--- src/rtl/ahb_lite_pkg.sv ---
// Shared types and constants for the AHB-Lite style RAM responder.
package ahb_lite_pkg;

  localparam int ADDR_W = 8;
  localparam int DATA_W = 8;

  // Responder FSM states; S_ERR is only reachable when error responses are enabled
  typedef enum logic [1:0] {
    S_IDLE = 2'd0,
    S_WAIT = 2'd1,
    S_RESP = 2'd2,
    S_ERR  = 2'd3
  } state_t;

  localparam logic RESP_OKAY  = 1'b0;
  localparam logic RESP_ERROR = 1'b1;

endpackage

--- src/rtl/ahb_lite_regfile.sv ---
// Byte-wide storage for the RAM responder: one synchronous write port,
// one combinational read port, every word cleared by reset.
// Addresses at or above DEPTH are never written and read back as zero.
module ahb_lite_regfile
  import ahb_lite_pkg::*;
#(
  parameter int DEPTH = 16
) (
  input  logic              clock,
  input  logic              rst_n,
  input  logic              i_wrEn,
  input  logic [ADDR_W-1:0] i_wrAddr,
  input  logic [DATA_W-1:0] i_wrData,
  input  logic [ADDR_W-1:0] i_rdAddr,
  output logic [DATA_W-1:0] o_rdData
);

  localparam int IDX_W = (DEPTH > 1) ? $clog2(DEPTH) : 1;

  logic [DATA_W-1:0] r_mem [DEPTH];
  logic              w_wrOk;
  logic              w_rdOk;
  logic [IDX_W-1:0]  w_wrIdx;
  logic [IDX_W-1:0]  w_rdIdx;

  assign w_wrOk  = i_wrEn && ({1'b0, i_wrAddr} < 9'(DEPTH));
  assign w_rdOk  = {1'b0, i_rdAddr} < 9'(DEPTH);
  assign w_wrIdx = i_wrAddr[IDX_W-1:0];
  assign w_rdIdx = i_rdAddr[IDX_W-1:0];

  // Clear all words on reset, otherwise write one in-range word per enabled edge
  always_ff @(posedge clock or negedge rst_n) begin
    if (!rst_n) begin
      for (int i = 0; i < DEPTH; i++) begin
        r_mem[i] <= '0;
      end
    end else if (w_wrOk) begin
      r_mem[w_wrIdx] <= i_wrData;
    end
  end

  // Combinational read; out-of-range addresses return zero
  always_comb begin
    o_rdData = '0;
    if (w_rdOk) begin
      o_rdData = r_mem[w_rdIdx];
    end
  end

endmodule

--- src/rtl/ahb_lite_ram_responder.sv ---
// Simple AHB-Lite style RAM responder: captures a transfer in IDLE, inserts
// WAIT wait states, then returns registered readyout/rdata/resp.
// The registered outputs are loaded while the FSM sits in RESP, so readyout
// becomes visible WAIT+1 edges after the capturing edge.
// Optional feature macro ERROR_RESP_EN: out-of-range transfers get a
// two-cycle ERROR response (ERR then RESP) instead of an OKAY response.
module ahb_lite_ram_responder
  import ahb_lite_pkg::*;
#(
  parameter int DEPTH = 16,
  parameter int WAIT  = 1
) (
  input  logic              clock,
  input  logic              rst_n,
  input  logic              trans,
  input  logic              write,
  input  logic [ADDR_W-1:0] waddr,
  input  logic [DATA_W-1:0] wdata,
  output logic              readyout,
  output logic [DATA_W-1:0] rdata,
  output logic              resp
);

  localparam logic [3:0] WAIT_LOAD = (WAIT > 0) ? 4'(WAIT - 1) : 4'd0;

  state_t            r_state;
  state_t            w_nextState;
  state_t            w_respState;
  logic [3:0]        r_cnt;
  logic              r_write;
  logic [ADDR_W-1:0] r_addr;
  logic [DATA_W-1:0] r_wdata;
  logic              r_ready;
  logic              r_resp;
  logic [DATA_W-1:0] r_rdata;

  logic              w_take;
  logic              w_curWrite;
  logic [ADDR_W-1:0] w_curAddr;
  logic [DATA_W-1:0] w_curWdata;
  logic              w_curInRange;
  logic              w_capInRange;
  logic              w_wrEn;
  logic [DATA_W-1:0] w_memRdata;
  logic              w_oorResp;

  // With WAIT=0 the write happens on the capturing edge itself, so the
  // transfer fields come straight from the inputs while in IDLE.
  assign w_take       = (r_state == S_IDLE) && trans;
  assign w_curWrite   = (r_state == S_IDLE) ? write : r_write;
  assign w_curAddr    = (r_state == S_IDLE) ? waddr : r_addr;
  assign w_curWdata   = (r_state == S_IDLE) ? wdata : r_wdata;
  assign w_curInRange = {1'b0, w_curAddr} < 9'(DEPTH);
  assign w_capInRange = {1'b0, r_addr} < 9'(DEPTH);

`ifdef ERROR_RESP_EN
  assign w_respState = w_curInRange ? S_RESP : S_ERR;
  assign w_oorResp   = RESP_ERROR;
`else
  assign w_respState = S_RESP;
  assign w_oorResp   = RESP_OKAY;
`endif

  assign w_wrEn = (w_nextState == S_RESP) &&
                  ((r_state == S_IDLE) || (r_state == S_WAIT)) &&
                  w_curWrite && w_curInRange;

  ahb_lite_regfile #(
    .DEPTH (DEPTH)
  ) uRegfile (
    .clock    (clock),
    .rst_n    (rst_n),
    .i_wrEn   (w_wrEn),
    .i_wrAddr (w_curAddr),
    .i_wrData (w_curWdata),
    .i_rdAddr (r_addr),
    .o_rdData (w_memRdata)
  );

  // State register
  always_ff @(posedge clock or negedge rst_n) begin
    if (!rst_n) begin
      r_state <= S_IDLE;
    end else begin
      r_state <= w_nextState;
    end
  end

  // Next-state logic: IDLE -> (WAIT) -> (ERR) -> RESP -> IDLE
  always_comb begin
    w_nextState = r_state;
    case (r_state)
      S_IDLE:  if (trans) w_nextState = (WAIT > 0) ? S_WAIT : w_respState;
      S_WAIT:  if (r_cnt == 4'd0) w_nextState = w_respState;
      S_ERR:   w_nextState = S_RESP;
      S_RESP:  w_nextState = S_IDLE;
      default: w_nextState = S_IDLE;
    endcase
  end

  // Capture the transfer fields only when a request is accepted in IDLE
  always_ff @(posedge clock or negedge rst_n) begin
    if (!rst_n) begin
      r_write <= 1'b0;
      r_addr  <= '0;
      r_wdata <= '0;
    end else if (w_take) begin
      r_write <= write;
      r_addr  <= waddr;
      r_wdata <= wdata;
    end
  end

  // Wait-state down-counter, loaded on acceptance and run down in WAIT
  always_ff @(posedge clock or negedge rst_n) begin
    if (!rst_n) begin
      r_cnt <= 4'd0;
    end else if (w_take) begin
      r_cnt <= WAIT_LOAD;
    end else if ((r_state == S_WAIT) && (r_cnt != 4'd0)) begin
      r_cnt <= r_cnt - 4'd1;
    end
  end

  // Registered response outputs; rdata holds its value outside a response
  always_ff @(posedge clock or negedge rst_n) begin
    if (!rst_n) begin
      r_ready <= 1'b0;
      r_resp  <= RESP_OKAY;
      r_rdata <= '0;
    end else begin
      case (r_state)
        S_RESP: begin
          r_ready <= 1'b1;
          if (!w_capInRange) begin
            r_resp  <= w_oorResp;
            r_rdata <= '0;
          end else begin
            r_resp  <= RESP_OKAY;
            r_rdata <= r_write ? r_wdata : w_memRdata;
          end
        end
        S_ERR: begin
          r_ready <= 1'b0;
          r_resp  <= RESP_ERROR;
        end
        default: begin
          r_ready <= 1'b0;
          r_resp  <= RESP_OKAY;
        end
      endcase
    end
  end

  assign readyout = r_ready;
  assign rdata    = r_rdata;
  assign resp     = r_resp;

endmodule

--- config.mk ---
export PLATFORM = sky130hd
export DESIGN_NAME = ahb_lite_ram_responder
export DESIGN_NICKNAME = d
export VERILOG_FILES = /design/src/rtl/ahb_lite_pkg.sv /design/src/rtl/ahb_lite_regfile.sv /design/src/rtl/ahb_lite_ram_responder.sv
export SDC_FILE = /design/constraint.sdc
export NUM_CORES = 1
export LEC_CHECK = 0
export CORE_MARGIN = 2
export CORE_UTILIZATION = 61
export CTS_CLUSTER_SIZE = 12
export DETAILED_ROUTE_END_ITERATION = 10
export PLACE_DENSITY = 0.8
export SYNTH_ARGS = -nofsm -noshare
export SYNTH_HDL_FRONTEND = slang
export SYNTH_HIERARCHICAL = 1
export SYNTH_SLANG_ARGS = --single-unit
--- constraint.sdc ---
create_clock -name clock -period 3.6 [get_ports clock]
set_input_delay 0.54 -clock clock [delete_from_list [all_inputs] [get_ports clock]]
set_output_delay 0.54 -clock clock [all_outputs]
set_load 0.05 [all_outputs]
Yosys cells after proc, flatten, opt, wreduce, memory -nomap -nowiden --
Index checks and enable logic that the tools add are counted.
Storage, ports and cells: input bits 20, output and inout bits 10, logic and storage cells 66, flip-flop bits (word level) 161
Operators by class: bitwise operators 2, reduce and logical (&&, ||, !) cells 12, mux-type cells 18, $lt $le $gt $ge 5, equal/unequal tests 4, add/subtract/negate cells 1
Operators by type and width (count):
- $bwmux W128 | 1
- $mux W8 | 7
- $bmux W8 S4 | 1
- $demux W8 S4 | 1
- $lt A8 B5 Y1 const B | 2
- $ge A5 B5 Y1 const B | 2
- $not A4 Y5 | 2
- $mux W4 | 2
- $pmux W2 S4 | 1
- $logic_and A1 B1 Y1 | 7
- $eq A2 B2 Y1 const B | 3
- $lt A5 B1 Y1 const B | 1
- $logic_not A4 Y1 | 1
- $mux W2 | 2
- $reduce_bool A4 Y1 | 1
- $sub A4 B1 Y4 const B | 1
- $mux W1 | 3
- $eq A2 B1 Y1 const B | 1
- $logic_not A2 Y1 | 1
- $reduce_bool A2 Y1 | 1
- $logic_or A1 B1 Y1 | 1

Depth between registers and ports, before layout --
Gate-level depths: netlist of the first run.
word-level depth 8, mapped depth 9, gate-level depth less buffers 7

By module --
The synthesis of the first run kept the hierarchy.
By module, submodules not included:
- ahb_lite_regfile | times used 1, seq. area each 3203.1 sq um, area each 5934.4 sq um, cells an instance 389
- ahb_lite_ram_responder | times used 1, seq. area each 825.8 sq um, area each 1671.6 sq um, cells an instance 128

Least setup slack after synthesis of the first run --
Ideal clock, no wire load.
path kind reg-to-reg, from reg r_state[1], to reg uRegfile/r_mem[24] (netlist bit), period minus slack after synthesis 2.876 ns, path buffers 2, cell stages (with the launch flop) 9, slack 0.724 ns, data required time 3.475 ns, arrival time 2.752 ns, setup time 0.125 ns, path through dfrtp_1 buf_6 nor2_2 buf_2 mux2_2 nor4_2 nand4_1 nor3_2 mux2_2
On the way: elaborated cells on any way between the ends 24, those cells by class 3 x order compare; 4 x eq/ne; 9 x mux; 1 x bitwise; 7 x reduce/logical
RTL lines:
- start, declared | RTL line ahb_lite_ram_responder.sv:26 | state_t r_state;
- start signal, assigned | RTL line ahb_lite_ram_responder.sv:85 | r_state <= w_nextState;
- $logic_not A2 Y1 * | RTL line ahb_lite_ram_responder.sv:51 | assign w_curAddr = (r_state == S_IDLE) ? waddr : r_addr;
- $mux W8 * | RTL line ahb_lite_ram_responder.sv:51
- named net w_curAddr[6] | RTL line ahb_lite_ram_responder.sv:39 | logic [ADDR_W-1:0] w_curAddr;
- $lt A8 B5 Y1 * | RTL line ahb_lite_regfile.sv:26, ahb_lite_ram_responder.sv:53
- $logic_and A1 B1 Y1 | RTL line ahb_lite_ram_responder.sv:66 | w_curWrite && w_curInRange;
- $logic_and A1 B1 Y1 * | RTL line ahb_lite_regfile.sv:26 | assign w_wrOk = i_wrEn && ({1'b0, i_wrAddr} < 9'(DEPTH));
- end signal, assigned by index | RTL line ahb_lite_regfile.sv:38 | r_mem[w_wrIdx] <= i_wrData;
- end, declared | RTL line ahb_lite_regfile.sv:20 | logic [DATA_W-1:0] r_mem [DEPTH];
The timed path passes the listed nets; every way through them passes the cells marked *. A chain may end at the register's enable or synchronous reset.

Worst setup path after layout of the first run --
from reg r_state[1], to reg uRegfile/r_mem[67] (netlist bit)
Same word-level chain as after synthesis.

==> results.py, run 1 <==
metrics = {
    "finish": {
        "layout-drive-gt1-share_pct": 44.6,
        "design_area_mm2": 0.00858,
        "area_growth_pct": 12.8,
        "final_cell_mix": "dfrtp_1 (160), mux2_2 (156), clkdlybuf4s50_1 (28)",
        "layout_commonest_cell": "dfrtp_1",
        "fin_util_pct": 70.9,
        "antennaDiodeCount": 0,
        "nets": 561,
    },
    "cts": {
        "cts_resized": 0,
        "holdBufCountCts": 0,
        "cts-buffers-inserted": 17,
        "cts_num_sinks": 161,
        "path_clk_slew_ns": 0.06,
        "cts.path.max_buffers": 2,
        "clk-insertion-delay-late_ns": 0.42,
        "post-cts-setup-buffers": 0,
        "cts_tree": "built",
        "cts_root_buffer": "clkbuf_16",
        "htreeDepth": 4,
    },
    "sta": {
        "rsz0062_at_grt": "false",
        "clock_skew_ns": 0.00672,
        "finalHoldViolCount": 0,
        "post-route-period-util_pct": 87.9,
        "max_slew.worst_pin.slew_ns": 0.987,
        "holdWs_ns": 0.127,
        "fin_crit_ns": 3.16,
        "setup_tns_ns": 0,
        "slew_headroom_pct": 34.2,
        "fin_ws_ns": 0.437,
        "slew_violations": 0,
        "setup_viol": 0,
        "fmax_ghz": 0.316,
    },
    "setup_path": {
        "cp_data_arrival_time_ns": 3.46,
        "path_max_fanout": 10,
        "required_ns": 3.90,
        "startpoint_type": "flip-flop",
        "path_class": "reg -> reg",
        "endpoint_kind": "flip-flop",
    },
    "global_route": {
        "antenna_found_initial": 0,
        "grt_max_degree": 79,
        "grt.overflow.total": 0,
        "grt_pass1_vias": 4885,
        "grt_usage_pct": 27.3,
        "grt_pass1_wl_mm": 26.7,
    },
    "power_and_ir_drop": {
        "clockPowerShare_pct": 30.2,
        "seqPwrFrac_pct": 39.4,
        "comb_power_share_pct": 30.4,
        "p_leak_nw": 4.02,
        "ir_worst_vdd_uv": 423,
        "p_int_mw": 3.68,
        "p_switching_mw": 1.90,
        "swShare_pct": 34.1,
        "power_density_mw_per_mm2": 650,
    },
    "detailed_routing": {
        "firstDrtPassIters": 5,
        "antenna_left": 0,
        "dr_total_vias": 4566,
        "drt_iter0_drc": 269,
        "drt-wirelength-per-cell_um": 22.9,
        "route.detailed.drc": 0,
        "viasPerCell": 6.35,
        "drt-total-wl_mm": 16.5,
    },
    "placement": {
        "dp_slack_ns": 0.313,
        "place_congestion": 0.864,
        "dpl.hpwl_mm": 11.2,
        "port_buffers": 29,
        "placed_cell_area_mm2": 0.00803,
    },
    "synthesis": {
        "synth_largest_area_cell": "dfrtp_1",
        "synthCells": 517,
        "syn-num-nets": 538,
        "synthArstFlopShare_pct": 100,
        "ys_types": 41,
        "ys_seq_area_share_pct": 53.0,
        "netlist_area_mm2": 0.00761,
        "syn_area_per_cell_um2": 14.7,
        "synth_top_area_share_pct": 53.0,
        "ys_warn_count": 6,
        "synth_edf_count": 0,
        "synth_area_leaders": "dfrtp_1 (53%), mux2_2 (23%), mux4_2 (7.4%), mux2i_1 (3.2%), mux2_4 (1.6%)",
        "synth_ff_type": "dfrtp_1",
        "ys_seq_elements": 161,
    },
    "die": {
        "core-area_mm2": 0.0121,
        "die_area_mm2": 0.0134,
        "start_util_pct": 62.8,
        "die_h_um": 116,
        "die_w_um": 116,
        "num_rows": 40,
        "io_pins": 30,
    },
    "status": {
        "status": "finished, final reports clean",
    },
    "min_path": {
        "hold_path.class": "in -> async",
    },
    "run": {
        "maxCapViolations": 0,
    },
}
## cell usage after synthesis (4+ instances only)
master	number
a22oi_1	14
nor2_2	10
nor2b_1	4
nand2_1	14
mux2i_1	24
o211ai_1	7
nand2b_1	5
buf_2	8
mux4_2	25
mux2_2	156
nand3_1	14
dfrtp_1	161
mux2_4	8
clkbuf_1	20
o31ai_1	8
## through the flow
stage	power, mW	std cells
floorplan	3.42	517
global placement	3.85	689
detailed placement	3.90	689
CTS	5.59	719
global route	5.83	719
finish	5.58	719
## sequential cells by signal, summed over array words and instances, names as in the netlist
name	count
rdata	8
resp	1
r_cnt	4
r_write	1
readyout	1
r_state	2
r_addr	8
r_wdata	8
uRegfile/r_mem	128
## worst max-delay path, stage by stage, from the launching register on
cell      delay (ns)
dfrtp_1         0.48
nor2_2          0.27
mux2_2          0.37
nor4_2          0.55
nand4b_1        0.40
nor2_2          0.55
mux2_2          0.40
## cells by family after synthesis
logic type | after synthesis | synth area share (%)
mux | 213 | 35.2
flops | 161 | 53.0
simple gates | 69 | 5.77
buf+inv | 38 | 2.40
compound gates | 35 | 3.45
fa+ha+maj | 1 | 0.164
## power groups by stage
stage	combinational (mW)	sequential (mW)	clock (mW)
after CTS	1.68	2.20	1.71
after global routing	1.80	2.23	1.80
after floorplan	1.26	2.16	0
final	1.69	2.20	1.68
after global placement	1.63	2.22	0
after detailed placement	1.67	2.23	0
## cell type report
cell class                      instances  area [µm²]
Sequential cell                       161        4030
Clock buffer                           24         502
Fill cell                             803        3530
Inverter                                3        11.3
Multi-Input combinational cell        318        3390
Tap cell                              168         210
Timing Repair Buffer                   39         379
Clock inverter                          6        55.1
## final timing paths
kind / depth (start not counted) / slack, ns / from / endpoint
worst max-delay path: 6 / 0.44 / r_state[1]$_DFF_PN0_ / uRegfile/r_mem[67]$_DFFE_PN0P_
worst min-delay path: 1 / 0.13 / rst_n / r_write$_DFFE_PN0P_
worst max register to register: 6 / 0.44 / r_state[1]$_DFF_PN0_ / uRegfile/r_mem[67]$_DFFE_PN0P_
worst min register to register: 2 / 0.48 / rdata[1]$_DFFE_PN0P_ / rdata[1]$_DFFE_PN0P_
max in group asynchronous: 2 / 2.55 / rst_n / uRegfile/r_mem[52]$_DFFE_PN0P_
min in group clock: 2 / 0.48 / rdata[1]$_DFFE_PN0P_ / rdata[1]$_DFFE_PN0P_
## routing by layer
metal / global-route usage (%) / part of all wire, %
met5: 0 / 0
met4: 12.1 / 3.3
met3: 6.75 / 5.6
met2: 43.4 / 49
met1: 36.0 / 42
(Power assumes the default switching activity.)
==> inputs of run 2 (changes only) <==
--- a/config.mk
+++ b/config.mk
@@ -9,6 +9,7 @@
 export CORE_UTILIZATION = 61
 export CTS_CLUSTER_SIZE = 12
 export DETAILED_ROUTE_END_ITERATION = 10
+export HOLD_SLACK_MARGIN = 0.1
 export PLACE_DENSITY = 0.8
 export SYNTH_ARGS = -nofsm -noshare
 export SYNTH_HDL_FRONTEND = slang
==> results of run 2 <==
The final DEF is identical to that of run 1; final timing and power are the same.
==> inputs of run 3 (changes only) <==
--- a/config.mk
+++ b/config.mk
@@ -7,7 +7,6 @@
 export LEC_CHECK = 0
 export CORE_MARGIN = 2
 export CORE_UTILIZATION = 61
-export CTS_CLUSTER_SIZE = 12
 export DETAILED_ROUTE_END_ITERATION = 10
 export HOLD_SLACK_MARGIN = 0.1
 export PLACE_DENSITY = 0.8
==> results of run 3 <==
The final DEF is identical to that of run 1; final timing and power are the same.
